<file path="src/rtl/apb_resp_pkg30.sv">
// Shared types and helpers for the APB completer apb_slave_responder30.
//   state_e      : two-state transfer FSM (IDLE, ACCESS)
//   REG_W        : register width in bits (32)
//   dec_t        : result of an address decode (in-range flag + register index)
//   decode_addr  : maps a byte address onto the register bank
package apb_resp_pkg30;

  typedef enum logic {
    IDLE   = 1'b0,
    ACCESS = 1'b1
  } state_e;

  localparam int REG_W     = 32;
  localparam int IDX_MAX_W = 6;   // enough for the largest bank (64 registers)

  typedef struct packed {
    logic                 in_range;
    logic [IDX_MAX_W-1:0] idx;
  } dec_t;

  // Address is in range when it falls inside the bank window and is word
  // aligned. The base is aligned to the bank size, so the index can be taken
  // straight from the low address bits and masked to the bank size.
  function automatic dec_t decode_addr(input logic [63:0] addr,
                                       input logic [63:0] base,
                                       input int unsigned num_regs);
    dec_t        d;
    logic [63:0] span;
    span       = 64'(num_regs) << 2;
    d.in_range = (addr >= base) && ((addr - base) < span) && (addr[1:0] == 2'b00);
    d.idx      = addr[7:2] & IDX_MAX_W'(num_regs - 1);
    return d;
  endfunction

endpackage

</file>
<file path="src/rtl/apb_resp_regfile30.sv">
// Register bank for apb_slave_responder30.
//   clk, rst_n : clock, asynchronous active-low clear of every register
//   we         : write enable, widx/wdata select and supply the written word
//   ridx/rdata : combinational read port
//   reg_q      : all registers flattened, register i at reg_q[32*i +: 32]
module apb_resp_regfile30
  import apb_resp_pkg30::*;
#(
  parameter int NUM_REGS = 8,
  parameter int IDX_W    = $clog2(NUM_REGS)
) (
  input  logic                      clk,
  input  logic                      rst_n,
  input  logic                      we,
  input  logic [IDX_W-1:0]          widx,
  input  logic [REG_W-1:0]          wdata,
  input  logic [IDX_W-1:0]          ridx,
  output logic [REG_W-1:0]          rdata,
  output logic [REG_W*NUM_REGS-1:0] reg_q
);

  logic [NUM_REGS-1:0][REG_W-1:0] regs_q, regs_d;

  always_comb begin
    regs_d = regs_q;
    if (we) regs_d[widx] = wdata;
  end

  always_ff @(posedge clk or negedge rst_n) begin
    if (!rst_n) regs_q <= '0;
    else        regs_q <= regs_d;
  end

  assign rdata = regs_q[ridx];
  assign reg_q = regs_q;

endmodule

</file>
<file path="src/rtl/apb_slave_responder30.sv">
// APB completer: services reads/writes to a bank of 32-bit registers with a
// fixed number of access-phase wait states.
//   pclock30, preset30       : clock, asynchronous active-low reset
//   psel30, penable30, prwd30, paddr30, pwdata30 : APB request from the master
//   prdata30                 : read data, loaded at the setup edge
//   pready30                 : one-cycle completion strobe
//   pslverr30                : error on out-of-range / misaligned access
//   reg_q30                  : flattened register contents
// Build option: define APB_RESP_SLVERR30_EN to drive pslverr30; without it
// pslverr30 is tied low. Bad-address writes are dropped in both builds.
module apb_slave_responder30
  import apb_resp_pkg30::*;
#(
  parameter int          PADDR_WIDTH30  = 32,
  parameter int          PWDATA_WIDTH30 = 32,
  parameter int          PRDATA_WIDTH30 = 32,
  parameter int          NUM_REGS30     = 8,
  parameter logic [31:0] BASE_ADDR30    = 32'h0,
  parameter int          WAIT_CYCLES30  = 0
) (
  input  logic                        pclock30,
  input  logic                        preset30,
  input  logic                        psel30,
  input  logic                        penable30,
  input  logic                        prwd30,
  input  logic [PADDR_WIDTH30-1:0]    paddr30,
  input  logic [PWDATA_WIDTH30-1:0]   pwdata30,
  output logic [PRDATA_WIDTH30-1:0]   prdata30,
  output logic                        pready30,
  output logic                        pslverr30,
  output logic [32*NUM_REGS30-1:0]    reg_q30
);

  localparam int IDX_W = $clog2(NUM_REGS30);

  state_e                    state_q, state_d;
  logic [3:0]                cnt_q, cnt_d;
  logic                      wr_q, wr_d;
  logic                      in_range_q, in_range_d;
  logic [IDX_W-1:0]          idx_q, idx_d;
  logic [REG_W-1:0]          wdata_q, wdata_d;
  logic [PRDATA_WIDTH30-1:0] prdata_q, prdata_d;

  dec_t             dec_in;
  logic [IDX_W-1:0] ridx;
  logic [REG_W-1:0] rd_data;
  logic             setup;
  logic             we;

  // Decode the live address; the result is captured at the setup edge so
  // the access phase works only from registered values.
  assign dec_in = decode_addr(64'(paddr30), 64'(BASE_ADDR30), NUM_REGS30);
  assign ridx   = dec_in.idx[IDX_W-1:0];
  assign setup  = (state_q == IDLE) && psel30 && !penable30;

  assign pready30 = (state_q == ACCESS) && (cnt_q == 4'(WAIT_CYCLES30));

  always_comb begin
    state_d    = state_q;
    cnt_d      = cnt_q;
    wr_d       = wr_q;
    in_range_d = in_range_q;
    idx_d      = idx_q;
    wdata_d    = wdata_q;
    prdata_d   = prdata_q;
    unique case (state_q)
      IDLE: begin
        // A lone penable30 without a setup phase is ignored.
        if (setup) begin
          wr_d       = prwd30;
          in_range_d = dec_in.in_range;
          idx_d      = ridx;
          wdata_d    = REG_W'(pwdata30);
          cnt_d      = '0;
          prdata_d   = (!prwd30 && dec_in.in_range) ? PRDATA_WIDTH30'(rd_data) : '0;
          state_d    = ACCESS;
        end
      end
      ACCESS: begin
        if (!psel30)       state_d = IDLE;   // master abort
        else if (pready30) state_d = IDLE;   // completion
        else               cnt_d   = cnt_q + 4'd1;
      end
      default: state_d = IDLE;
    endcase
  end

  // Commit only at the completion edge of a live, in-range write.
  assign we = psel30 && penable30 && pready30 && wr_q && in_range_q;

  always_ff @(posedge pclock30 or negedge preset30) begin
    if (!preset30) begin
      state_q    <= IDLE;
      cnt_q      <= '0;
      wr_q       <= 1'b0;
      in_range_q <= 1'b0;
      idx_q      <= '0;
      wdata_q    <= '0;
      prdata_q   <= '0;
    end else begin
      state_q    <= state_d;
      cnt_q      <= cnt_d;
      wr_q       <= wr_d;
      in_range_q <= in_range_d;
      idx_q      <= idx_d;
      wdata_q    <= wdata_d;
      prdata_q   <= prdata_d;
    end
  end

  assign prdata30 = prdata_q;

`ifdef APB_RESP_SLVERR30_EN
  assign pslverr30 = pready30 & ~in_range_q;
`else
  assign pslverr30 = 1'b0;
`endif

  apb_resp_regfile30 #(
    .NUM_REGS (NUM_REGS30),
    .IDX_W    (IDX_W)
  ) u_regfile (
    .clk   (pclock30),
    .rst_n (preset30),
    .we    (we),
    .widx  (idx_q),
    .wdata (wdata_q),
    .ridx  (ridx),
    .rdata (rd_data),
    .reg_q (reg_q30)
  );

endmodule

</file>
<file path="config.mk">
export PLATFORM = sky130hd
export DESIGN_NAME = apb_slave_responder30
export DESIGN_NICKNAME = d
export VERILOG_FILES = /design/src/rtl/apb_resp_pkg30.sv /design/src/rtl/apb_resp_regfile30.sv /design/src/rtl/apb_slave_responder30.sv
export SDC_FILE = /design/constraint.sdc
export NUM_CORES = 1
export LEC_CHECK = 0
export BUFFER_PORTS_ARGS = -buffer_cell sky130_fd_sc_hd__buf_4
export CAP_MARGIN = 15
export CORE_MARGIN = 3
export CORE_UTILIZATION = 54
export CTS_CLUSTER_SIZE = 28
export DETAILED_ROUTE_END_ITERATION = 10
export GPL_ROUTABILITY_DRIVEN = 1
export PLACE_DENSITY = 0.81
export SLEW_MARGIN = 40
export SYNTH_ARGS = -nofsm -noshare
export SYNTH_HDL_FRONTEND = slang
export SYNTH_SLANG_ARGS = --single-unit
</file>
<file path="constraint.sdc">
create_clock -name pclock30 -period 7.4 [get_ports pclock30]
set_clock_uncertainty 0.2 [all_clocks]
set_input_delay 0 -clock pclock30 [delete_from_list [all_inputs] [get_ports pclock30]]
set_output_delay 0 -clock pclock30 [all_outputs]
set_load 0.01 [all_outputs]
</file>
# Word-level counts from Yosys, hierarchy flattened
# Cells that the tools add are included.
# Widths: inputs -> output; s select.
dict set report totals {
  regBits 330
  input_bits 69
  out_inout_bits 290
  elab_cells 54
}
dict set report op_classes {
  add_sub_neg 1
  order_cmp 4
  n_eq_ne 3
  muxes 14
  n_bitwise 1
  reduce_logical 16
}
# cell count
set ops {}
lappend ops {{$bwmux 256} 1}
lappend ops {{$bmux 32 s3} 1}
lappend ops {{$demux 32 s3} 1}
lappend ops {{$mux 32} 3}
lappend ops {{$lt 32x6->1 const B} 1}
lappend ops {{$mux 4} 3}
lappend ops {{$logic_and 1x1->1} 10}
lappend ops {{$lt 3x4->1 const B} 2}
lappend ops {{$pmux 4 s2} 1}
lappend ops {{$ne 2x2->1 const B} 3}
lappend ops {{$add 4x1->4 const B} 1}
lappend ops {{$logic_not 4->1} 1}
lappend ops {{$ge 3x1->1 const B} 1}
lappend ops {{$mux 1} 3}
lappend ops {{$reduce_and 3->1} 1}
lappend ops {{$logic_not 1->1} 2}
lappend ops {{$logic_not 2->1} 1}
lappend ops {{$pmux 1 s2} 1}
lappend ops {{$reduce_and 2->1} 1}
lappend ops {{$not 1->1} 1}

# Longest topological paths before layout
# Gate-level depths: netlist (run 1).
dict set report logic_depth {
  word_depth 5
  ltp_mapped 8
  depth_no_buf 6
}

# Cells and area by module
# From an unflattened synthesis (run 1), not the netlist that was laid out.
dict set report hier_totals {
  cells_unflattened 891
  hier_area_um2 14726.6
}
# mod instances cells_each area_per_inst_um2 seq_area_each_um2
set by_module_without_submodules {}
lappend by_module_without_submodules {apb_resp_regfile30 1 665 11639.9 6406.1}
lappend by_module_without_submodules {apb_slave_responder30 1 226 3086.7 1851.8}

# Worst setup path before layout (run 1)
# OpenSTA, ideal clock, no wires.
dict set report synth_path {
  path_type {reg2reg}
  start {register cnt_q[0]}
  end {register u_regfile.regs_q (netlist bit u_regfile.reg_q[33])}
  setup_time_ns 0.125
  arrival_ns 2.106
  required_ns 7.075
  path_slack_ns 4.970
  path_stages_with_launch 9
  period_less_slack_ns 2.430
  cell_sequence {dfrtp_1 -> inv_1 -> ha_1 -> nand4bb_4 -> or3_1 -> buf_2 -> nor3b_4 -> buf_6 -> mux2_2}
}
dict set report synth_via {
  elab_chain_cells 5
}
# item line
set synth_rtl {}
lappend synth_rtl {{start: declaration} apb_slave_responder30.sv:37} ;# logic [3:0] cnt_q, cnt_d;
lappend synth_rtl {{start signal: assignment} apb_slave_responder30.sv:102} ;# cnt_q <= cnt_d;
lappend synth_rtl {{$logic_not 4->1} apb_slave_responder30.sv:56} ;# assign pready30 = (state_q == ACCESS) && (cnt_q == 4'(WAIT_CYCLES30));
lappend synth_rtl {{$logic_and 1x1->1} apb_slave_responder30.sv:56}
lappend synth_rtl {{$logic_and 1x1->1 (3 in a row)} apb_slave_responder30.sv:89} ;# assign we = psel30 && penable30 && pready30 && wr_q && in_range_q;
lappend synth_rtl {{end signal: assignment} apb_resp_regfile30.sv:31} ;# else regs_q <= regs_d;
lappend synth_rtl {{end: declaration} apb_resp_regfile30.sv:22} ;# logic [NUM_REGS-1:0][REG_W-1:0] regs_q, regs_d;
# No other way between the ends.
# A chain may end at the register's enable or synchronous reset.

# Final worst setup path (run 1)
dict set report layout_path {
  start {register cnt_q[0]}
  end {register u_regfile.regs_q (netlist bit u_regfile.reg_q[217])}
}
# The elaborated chain is that of the path after synthesis.

==> results_dict.tcl, run 1 <==
set metrics [dict create \
    synthArstFlopShare_pct 100 \
    design.core.area_sq_mm 0.0255 \
    synth_edf_count 0 \
    syn-mean-instance-area_sq_um 14.8 \
    r2r-start "cnt_q[0]" \
    ys_seq_elements 330 \
    synth_cells 966 \
    crit_type "flop to flop" \
    drtIter0Drc 811 \
    vias_per_cell 5.86 \
    drtPass1Iterations 5 \
    die_h_um 169 \
    crit_path_start_kind "flop" \
    fmax_ghz 0.289 \
    maxSlewHeadroom_pct 44.2 \
    cp_cell_sequence "inv_1 > ha_1 > nand4bb_4 > nor3_1 > nand3b_1 > buf_4 > mux2_2" \
    grt-ovfl-total 0 \
    num_rows 58 \
    synth.most_common_cell "dfrtp_1" \
    powerDensity_mw_per_mm2 212 \
    worst-endpoint-arrival_ns 3.64 \
    cpMaxStageDelayCell "nand3b_1" \
    worst_pin_slew_ns 0.834 \
    synth_top_area_share_pct 57.9 \
    finalMaxSlewViolations 0 \
    r2r_end "u_regfile.reg_q[217]" \
    path_max_fanout 21 \
    grt_start_max_net_pins 109 \
    rsz0062_at_grt "no" \
    initial_core_util_pct 55.8 \
    setup_tns_ns 0 \
    ir_worst_vdd_mv 0.169 \
    drc 0 \
    yosys_warnings 0 \
    pin_count 359 \
    clkLatencyLatePin_ns 0.50 \
    hold_start "paddr30[31]" \
    maxCapViolations 0 \
    outcome "completed" \
    cpPeakStageDelay_ns 0.77 \
    timing.final.crit_share_pct 46.7 \
    area_growth_pct 35.2 \
    wl_per_cell_um 24.4 \
    synth_fp_nets 1037 \
    setup_viol 0 \
    routed_wl_mm 42.9 \
    die_w_um 169 \
    cts_root_buf "clkbuf_16" \
    antenna_found_initial 1 \
    synth_largest_area_cell "dfrtp_1" \
    syn-cell-area_sq_mm 0.0143 \
    drive_gt1_share_pct 52.7 \
    ant_nets 0 \
    port-buffer-count 357 \
    r2r_slack_ns 3.94 \
    clk_pin_slew_ns 0.06 \
    holdPathEnd "prdata30[30]" \
    ys_types 34 \
    hold_violations 0 \
    seqCellArea_sq_mm 0.00826 \
    power_leakage_nw 9.95 \
    grtUsageTotal_pct 30.2 \
    synthTopCellsByArea "dfrtp_1 58%, mux2_2 20%, mux4_2 10%" \
    vias 10300 \
    grt_pass1_vias 11000 \
    crit_path_end_kind "flop" \
    required_ns 7.58 \
    cts.sinks 330 \
    final.min_clock_period_ns 3.46 \
    dieArea_sq_mm 0.0284 \
    cts_tree "yes" \
    synth_top_cells_by_count "330 x dfrtp_1, 247 x mux2_2, 142 x nand2_1" \
    grt_pass1_wl_mm 66.3 \
    worst-r2r-cell-count 7 \
    multi_input_area_sq_mm 0.00570 \
    min_path_type "input port to flop" \
    ys.flop_type "dfrtp_1" \
    power_w 0.00409 \
    yosysSeqAreaShare_pct 57.9 \
    nNetsFinal 1468 \
    path_buf_inv 2 \
    cp_top_family "simple AND/OR/NAND/NOR gates" \
    htreeDepth 2 \
    cts_buffers 36 \
    globalplace.congestion 0.821 \
    dpl.hpwl_mm 27.0 \
    hold_depth 5 \
    post_cts_resize_count 0 \
    clockBufferDepth 3 \
    n_fill_cell 1592 \
]
## registers in the layout, summed over array words and instances (netlist names)
name / count
prdata30: 32
wr_q: 1
state_q: 1
cnt_q: 4
wdata_q: 32
idx_q: 3
u_regfile.reg_q: 256
in_range_q: 1
## routing by layer
metal | routed length [um] | track usage, % | vias up
met1 | 16700 | 39.2 | 5366
met4 | 1580 | 10.9 | 0
met5 | 0 | 0 | -
met3 | 3450 | 7.33 | 111
met2 | 21100 | 50.0 | 460
li1 | - | - | 4335
## cells in the final DEF, fill, tap and decap left out, types with 3 or more instances in the layout
cell type,netlist,layout
nor4_1,5,5
clkbuf_16,0,37
clkinv_2,0,4
nand4_1,6,6
buf_4,7,368
clkbuf_8,0,7
mux2_1,9,9
o21ai_0,34,34
nand2_1,142,141
mux2i_1,32,32
inv_1,5,5
mux4_2,64,64
buf_6,6,4
nor3_1,3,3
dlygate4sd3_1,0,77
dfrtp_1,330,330
bufinv_16,0,4
clkbuf_1,31,10
mux2_2,247,247
nor2_1,5,5
## timing repair
action | CTS | global route
hold buffers | 78 | 0
setup buffers | 0 | 0
endpoints found under the hold margin | 264 | 0
## stage by stage
step           hold WS [ns]  util [%]  instances  instance area, sq um  setup WS, ns
2_1_floorplan        -0.496         -        966                 14300          4.97
3_3_place_gp         -0.186      67.3       1606                 17200          3.99
3_5_place_dp         -0.187      67.6       1611                 17300          4.00
4_1_cts              0.0981      75.5       1752                 19300          3.93
5_1_grt               0.179      75.5       1753                 19300          3.75
6_report              0.144      75.5       1753                 19300          3.94
## tightest hold or removal path: stages
cell	delay, ns
buf_4	0.08
nor2_1	0.05
nand4_1	0.07
buf_4	0.46
o21ai_0	0.14
## logic make-up after synthesis
group	Yosys count	synth area share, %
flops	330	57.9
compound gates	34	1.19
xor+xnor	3	0.184
simple gates	178	5.66
buf+inv	66	2.30
fa+ha+maj	2	0.175
other cells	1	0.0263
mux	352	32.6
## where the power goes
| part | switching [W] | internal (W) |
|---|---|---|
| logic | 0.000146 | 0.000121 |
| registers | 0.000123 | 0.00186 |
| clock network | 0.000713 | 0.00113 |
## how the worst max path moves through the flow
stage / startpoint / endpoint / depth (start not counted)
after floorplan: cnt_q[0] / u_regfile.reg_q[33] / 8
after global placement: cnt_q[0] / u_regfile.reg_q[174] / 7
after detailed placement: cnt_q[0] / u_regfile.reg_q[223] / 7
after CTS: cnt_q[0] / u_regfile.reg_q[220] / 7
after global routing: cnt_q[0] / u_regfile.reg_q[215] / 7
final: cnt_q[0] / u_regfile.reg_q[217] / 7
## area by class of cell
type | instances | area share (%)
Antenna cell | 1 | 0.0130
Clock buffer | 54 | 5.49
Clock inverter | 9 | 0.765
Inverter | 5 | 0.0973
Multi-Input combinational cell | 570 | 29.6
Sequential cell | 330 | 42.8
Tap cell | 330 | 2.14
Timing Repair Buffer | 454 | 19.1
Power figures use the tool's default switching activity.
==> inputs of run 2 (changes only) <==
--- a/config.mk
+++ b/config.mk
@@ -8,11 +8,11 @@
 export BUFFER_PORTS_ARGS = -buffer_cell sky130_fd_sc_hd__buf_4
 export CAP_MARGIN = 15
 export CORE_MARGIN = 3
-export CORE_UTILIZATION = 54
+export CORE_UTILIZATION = 48
 export CTS_CLUSTER_SIZE = 28
 export DETAILED_ROUTE_END_ITERATION = 10
 export GPL_ROUTABILITY_DRIVEN = 1
-export PLACE_DENSITY = 0.81
+export PLACE_DENSITY = 0.76
 export SLEW_MARGIN = 40
 export SYNTH_ARGS = -nofsm -noshare
 export SYNTH_HDL_FRONTEND = slang
==> constraint.sdc (replaced) <==
create_clock -name pclock30 -period 3.1 [get_ports pclock30]
set_clock_uncertainty 0.2 [all_clocks]
set_input_delay 0 -clock pclock30 [delete_from_list [all_inputs] [get_ports pclock30]]
set_output_delay 0 -clock pclock30 [all_outputs]
set_load 0.01 [all_outputs]
==> run 2 against run 1 <==
Net effect:
- the run now ends with negative hold slack left
- routed wire length down 1.5%
- utilization down 8.5 points
- largest cell class unchanged
- critical path depth unchanged
==> results_dict.tcl, run 2 (synthesized netlist as in run 1, its figures left out) <==
set metrics [dict create \
    setup_viol 0 \
    ir_worst_vdd_mv 0.398 \
    hold_depth 4 \
    n_fill_cell 2116 \
    port-buffer-count 357 \
    timing.final.crit_share_pct 87.6 \
    drtIter0Drc 659 \
    fmax_ghz 0.368 \
    grt_pass1_wl_mm 64.4 \
    clkLatencyLatePin_ns 0.50 \
    cp_cell_sequence "inv_1 > ha_1 > nand4bb_4 > or3_1 > nor3b_4 > buf_4 > mux2_2" \
    post_cts_resize_count 0 \
    num_rows 62 \
    cts_hold_buf 77 \
    cts_tree "yes" \
    postCtsSetupRepairBufs 0 \
    clk_pin_slew_ns 0.06 \
    cts.sinks 330 \
    grt-ovfl-total 0 \
    grt_start_max_net_pins 70 \
    clockBufferDepth 3 \
    cpMaxStageDelayCell "or3_1" \
    r2r_slack_ns 0.38 \
    worst-endpoint-arrival_ns 2.90 \
    drtPass1Iterations 8 \
    power_leakage_nw 10.0 \
    layout_common_cells "380 x buf_4, 330 x dfrtp_1, 247 x mux2_2" \
    drc 0 \
    area_growth_pct 36.2 \
    nNetsFinal 1479 \
    die_h_um 178 \
    vias_per_cell 5.55 \
    dp_cells 1677 \
    drive_gt1_share_pct 53.0 \
    holdPathEnd "idx_q[0]" \
    power_w 0.00965 \
    design.core.area_sq_mm 0.0290 \
    globalplace.congestion 0.826 \
    crit_path_start_kind "flop" \
    min_path_type "input port to flop" \
    die_w_um 178 \
    vias 10100 \
    cts_root_buf "clkbuf_16" \
    routed_wl_mm 42.2 \
    initial_core_util_pct 49.2 \
    dpl.hpwl_mm 27.2 \
    powerDensity_mw_per_mm2 496 \
    wl_per_cell_um 23.2 \
    r2r-start "cnt_q[0]" \
    grtUsageTotal_pct 26.6 \
    hold_start "paddr30[2]" \
    final_common_cell "buf_4" \
    setup_tns_ns 0 \
    path_max_fanout 20 \
    required_ns 3.28 \
    cpPeakStageDelay_ns 0.54 \
    final.min_clock_period_ns 2.72 \
    multi_input_area_sq_mm 0.00570 \
    worst_pin_slew_ns 0.777 \
    worst-r2r-cell-count 7 \
    seqCellArea_sq_mm 0.00826 \
    cts_buffers 36 \
    top_layer "met4" \
    crit_type "flop to flop" \
    outcome "complete, but fails checks" \
    ant_nets 0 \
    rsz0062_at_grt "no" \
    dr_wl_met2_mm 21.2 \
    crit_path_end_kind "flop" \
    wl_met1_mm 16.5 \
    crit_path_start "cnt_q[0]" \
    hold_violations 1 \
    htreeDepth 2 \
    dieArea_sq_mm 0.0318 \
    holdWs_ns -0.00697 \
    largest_reg_flops 256 \
    pin_count 359 \
    maxCapViolations 0 \
    met3WireLength_mm 3.30 \
    grt_pass1_vias 10900 \
    antenna_found_initial 1 \
    final_cells 1819 \
    violations "negative hold slack" \
    finalMaxSlewViolations 0 \
    r2r_end "u_regfile.reg_q[42]" \
    maxSlewHeadroom_pct 47.9 \
    final_core_util_pct 67.0 \
]
==> run 2: cell count changes in the layout (fill, tap and decap cells not counted), sizes merged <==
cell         change
dlygate4sd3      -1
bufinv           -2
clkinvlp         -1
clkbuf           +4
buf             +12
==> run 2: worst max path at each step <==
stage                                to  slack [ns]
finish              u_regfile.reg_q[42]        0.38
global placement    u_regfile.reg_q[44]        0.48
global route        u_regfile.reg_q[42]        0.27
detailed placement  u_regfile.reg_q[50]        0.39
CTS                 u_regfile.reg_q[42]        0.37
floorplan           u_regfile.reg_q[33]        0.67
==> run 2: layout make-up <==
type,count,share of cell area (%)
Clock inverter,6,0.470
Tap cell,384,2.47
Multi-Input combinational cell,570,29.3
Timing Repair Buffer,465,19.5
Sequential cell,330,42.5
Antenna cell,1,0.0129
Clock buffer,58,5.64
Inverter,5,0.0966
==> run 2: per-layer routing <==
metal	global-route usage, %	up-vias
li1	-	4391
met1	33.4	5272
met2	44.9	361
met3	7.58	80
met4	7.92	0
met5	0	-
==> run 2: per-stage QoR <==
step                cell area [sq um]  worst slack (ns)
floorplan                       14300             0.670
global placement                17400             0.481
detailed placement              17500             0.390
CTS                             19400             0.371
global route                    19400             0.271
finish                          19400             0.384
==> run 2: worst max-delay path, delay by kind of cell (launching register included) <==
family                     cells  cell delay, ns
muxes                          1            0.39
buffers and inverters          2            0.45
and+or+nand+nor                3            0.95
DFF                            1            0.39
adders and majority gates      1            0.20
==> run 2: power by group <==
part,leakage [nW],switching [W],internal (W),total (W)
combinational,4.87,0.000349,0.000303,0.000652
sequential,4.55,0.000285,0.00444,0.00472
clock,0.581,0.00168,0.00259,0.00427
total,10.0,0.00232,0.00733,0.00965
==> inputs of run 3 (changes only) <==
--- a/config.mk
+++ b/config.mk
@@ -8,12 +8,13 @@
 export BUFFER_PORTS_ARGS = -buffer_cell sky130_fd_sc_hd__buf_4
 export CAP_MARGIN = 15
 export CORE_MARGIN = 3
-export CORE_UTILIZATION = 48
+export CORE_UTILIZATION = 49
 export CTS_CLUSTER_SIZE = 28
 export DETAILED_ROUTE_END_ITERATION = 10
 export GPL_ROUTABILITY_DRIVEN = 1
-export PLACE_DENSITY = 0.76
+export PLACE_DENSITY_LB_ADDON = 0.12
 export SLEW_MARGIN = 40
 export SYNTH_ARGS = -nofsm -noshare
 export SYNTH_HDL_FRONTEND = slang
+export SYNTH_HIERARCHICAL = 1
 export SYNTH_SLANG_ARGS = --single-unit
==> run 3 against run 2 <==
Net effect:
- the run now ends clean
- sequential cell count unchanged
- sequential share of layout area fell by 0.088 points
- setup slack got worse by 0.066 ns
- routed wire length fell by 4.1%
- synthesized cell count fell by 7.8%
- clock-buffer cell count is 5 lower
==> results_dict.tcl, run 3 <==
set metrics [dict create \
    outcome "completed" \
    vias_per_cell 5.62 \
    die_h_um 179 \
    syn-cell-area_sq_mm 0.0147 \
    power_w 0.00951 \
    holdWs_ns 0.0389 \
    crit_type "flop to flop" \
    ir_worst_vdd_mv 0.487 \
    seqCellArea_sq_mm 0.00826 \
    synth_cells 891 \
    dp_cells 1602 \
    worst-endpoint-arrival_ns 2.96 \
    maxCapViolations 0 \
    cpPeakStageDelay_ns 0.46 \
    synth_top_area_share_pct 56.1 \
    setup_viol 0 \
    path_buf_inv 2 \
    grt_pass1_wl_mm 60.7 \
    port-buffer-count 357 \
    yosys_warnings 6 \
    rsz0062_at_grt "no" \
    yosysSeqAreaShare_pct 56.1 \
    clkPwrFrac_pct 43.6 \
    ys.flop_type "dfrtp_1" \
    drtPass1Iterations 4 \
    largest_reg_flops 256 \
    crit_path_start_kind "flop" \
    busiest_layer "met2" \
    p_int_w 0.00724 \
    synth_fp_nets 962 \
    drtIter0Drc 477 \
    postCtsSetupRepairBufs 0 \
    ys_types 32 \
    cts.sinks 330 \
    synth_largest_area_cell "dfrtp_1" \
    dieArea_sq_mm 0.0322 \
    timing.final.crit_share_pct 89.7 \
    hold_violations 0 \
    antenna_found_initial 0 \
    area_growth_pct 32.2 \
    grt-ovfl-total 0 \
    required_ns 3.28 \
    pwr-share-comb_pct 6.2 \
    final_common_cell "buf_4" \
    grtUsageTotal_pct 24.8 \
    cp_cell_sequence "inv_1 > ha_1 > nand4bb_1 > nor2_1 > nor4bb_4 > buf_4 > mux2_2" \
    cp_top_family "simple AND/OR/NAND/NOR gates" \
    vias 9599 \
    grt_use_met3_pct 5.37 \
    globalplace.congestion 0.785 \
    switching_share_pct 23.9 \
    cts_tree "yes" \
    maxSlewHeadroom_pct 53.3 \
    synth_top_cells_by_count "330 x dfrtp_1, 316 x mux2_2, 40 x mux4_1" \
    num_rows 62 \
    pin_count 359 \
    setup_tns_ns 0 \
    synth_edf_count 0 \
    drive_gt1_share_pct 59.9 \
    ant_nets 0 \
    syn-mean-instance-area_sq_um 16.5 \
    synth.most_common_cell "dfrtp_1" \
    finalMaxSlewViolations 0 \
    net-switching-power_w 0.00227 \
    dp_slack_ns 0.315 \
    cpMaxStageDelayCell "nor2_1" \
    p_seq_share_pct 50.2 \
    initial_core_util_pct 50.5 \
    drc 0 \
    ys_seq_elements 330 \
    cts_root_buf "clkbuf_16" \
    n_fill_cell 2163 \
    clockBufferDepth 3 \
    wl_per_cell_um 23.7 \
    htreeDepth 2 \
    worst_pin_slew_ns 0.700 \
    synthTopCellsByArea "dfrtp_1 56%, mux2_2 24%, mux4_1 7.1%" \
    clkLatencyLatePin_ns 0.50 \
    setup_ws_ns 0.318 \
    power_leakage_nw 10.2 \
    clk_pin_slew_ns 0.05 \
    cts_buffers 37 \
    global_route.usage.met1_pct 34.1 \
    powerDensity_mw_per_mm2 488 \
    synthArstFlopShare_pct 100 \
    final.min_clock_period_ns 2.78 \
    crit_path_end_kind "flop" \
    grt_start_max_net_pins 87 \
    routed_wl_mm 40.5 \
    grt_pass1_vias 10100 \
    multi_input_area_sq_mm 0.00609 \
    diodes 0 \
    min_path_type "input port to flop" \
    path_max_fanout 20 \
    design.core.area_sq_mm 0.0292 \
    final_cells 1707 \
    dpl.hpwl_mm 26.6 \
    nNetsFinal 1372 \
    use_met2_pct 40.8 \
    fmax_ghz 0.359 \
    die_w_um 179 \
    layout_common_cells "382 x buf_4, 330 x dfrtp_1, 316 x mux2_2" \
]
==> run 3: area by class of cell <==
cell class / instances / share of cell area (%)
flip-flops and latches: 330 / 42.4
inverters: 4 / 0.0771
well taps: 384 / 2.47
clock buffers: 53 / 5.53
repair buffers: 435 / 17.9
clock inverters: 8 / 0.360
multi-input cells: 493 / 31.3
==> run 3: cell families after synthesis <==
logic type / Yosys count / synth area share [%]
multiplexers: 389 / 35.7
AND/OR/NAND/NOR: 65 / 3.05
AO/OA/AOI/OAI: 34 / 1.97
buffers and inverters: 68 / 2.93
adder cells (fa/ha/maj): 2 / 0.170
flip-flops: 330 / 56.1
other: 1 / 0.0255
XOR/XNOR: 2 / 0.119
==> run 3: stage by stage <==
stage / instance area, sq um / utilization, %
global placement: 17900 / 61.3
detailed placement: 17900 / 61.3
floorplan: 14700 / -
global route: 19500 / 66.8
finish: 19500 / 66.8
CTS: 19500 / 66.8
==> run 3: final timing paths <==
path / start / slack, ns / to / cells after the start
max reg2reg: cnt_q[0] / 0.32 / u_regfile/reg_q[139] / 7
min: paddr30[3] / 0.04 / idx_q[1] / 2
max in group asynchronous: preset30 / 1.46 / prdata30[10] / 4
min in group asynchronous: preset30 / 0.44 / u_regfile/reg_q[239] / 3
min reg2reg: wr_q / 0.32 / wr_q / 1
max: cnt_q[0] / 0.32 / u_regfile/reg_q[139] / 7
==> run 3: what timing repair did <==
item,CTS,global route
resized for setup,0,0
hold buffers,44,0
hold endpoints to repair,394,0
==> run 3: power by group through the flow <==
stage / Combinational (W) / Clock [W] / Sequential, W
after global placement: 0.000541 / 0 / 0.00484
final: 0.000593 / 0.00414 / 0.00477
after CTS: 0.000603 / 0.00424 / 0.00477
after global routing: 0.000649 / 0.00441 / 0.00481
after detailed placement: 0.000549 / 0 / 0.00485
after floorplan: 0.000328 / 0 / 0.00469
==> run 3: per-layer routing <==
metal,part of all wire [%],up-vias,wire (um)
li1,-,4194,-
met1,43,5023,17400
met2,48,316,19400
met3,6.9,66,2810
met4,2.3,0,913
met5,0,-,0
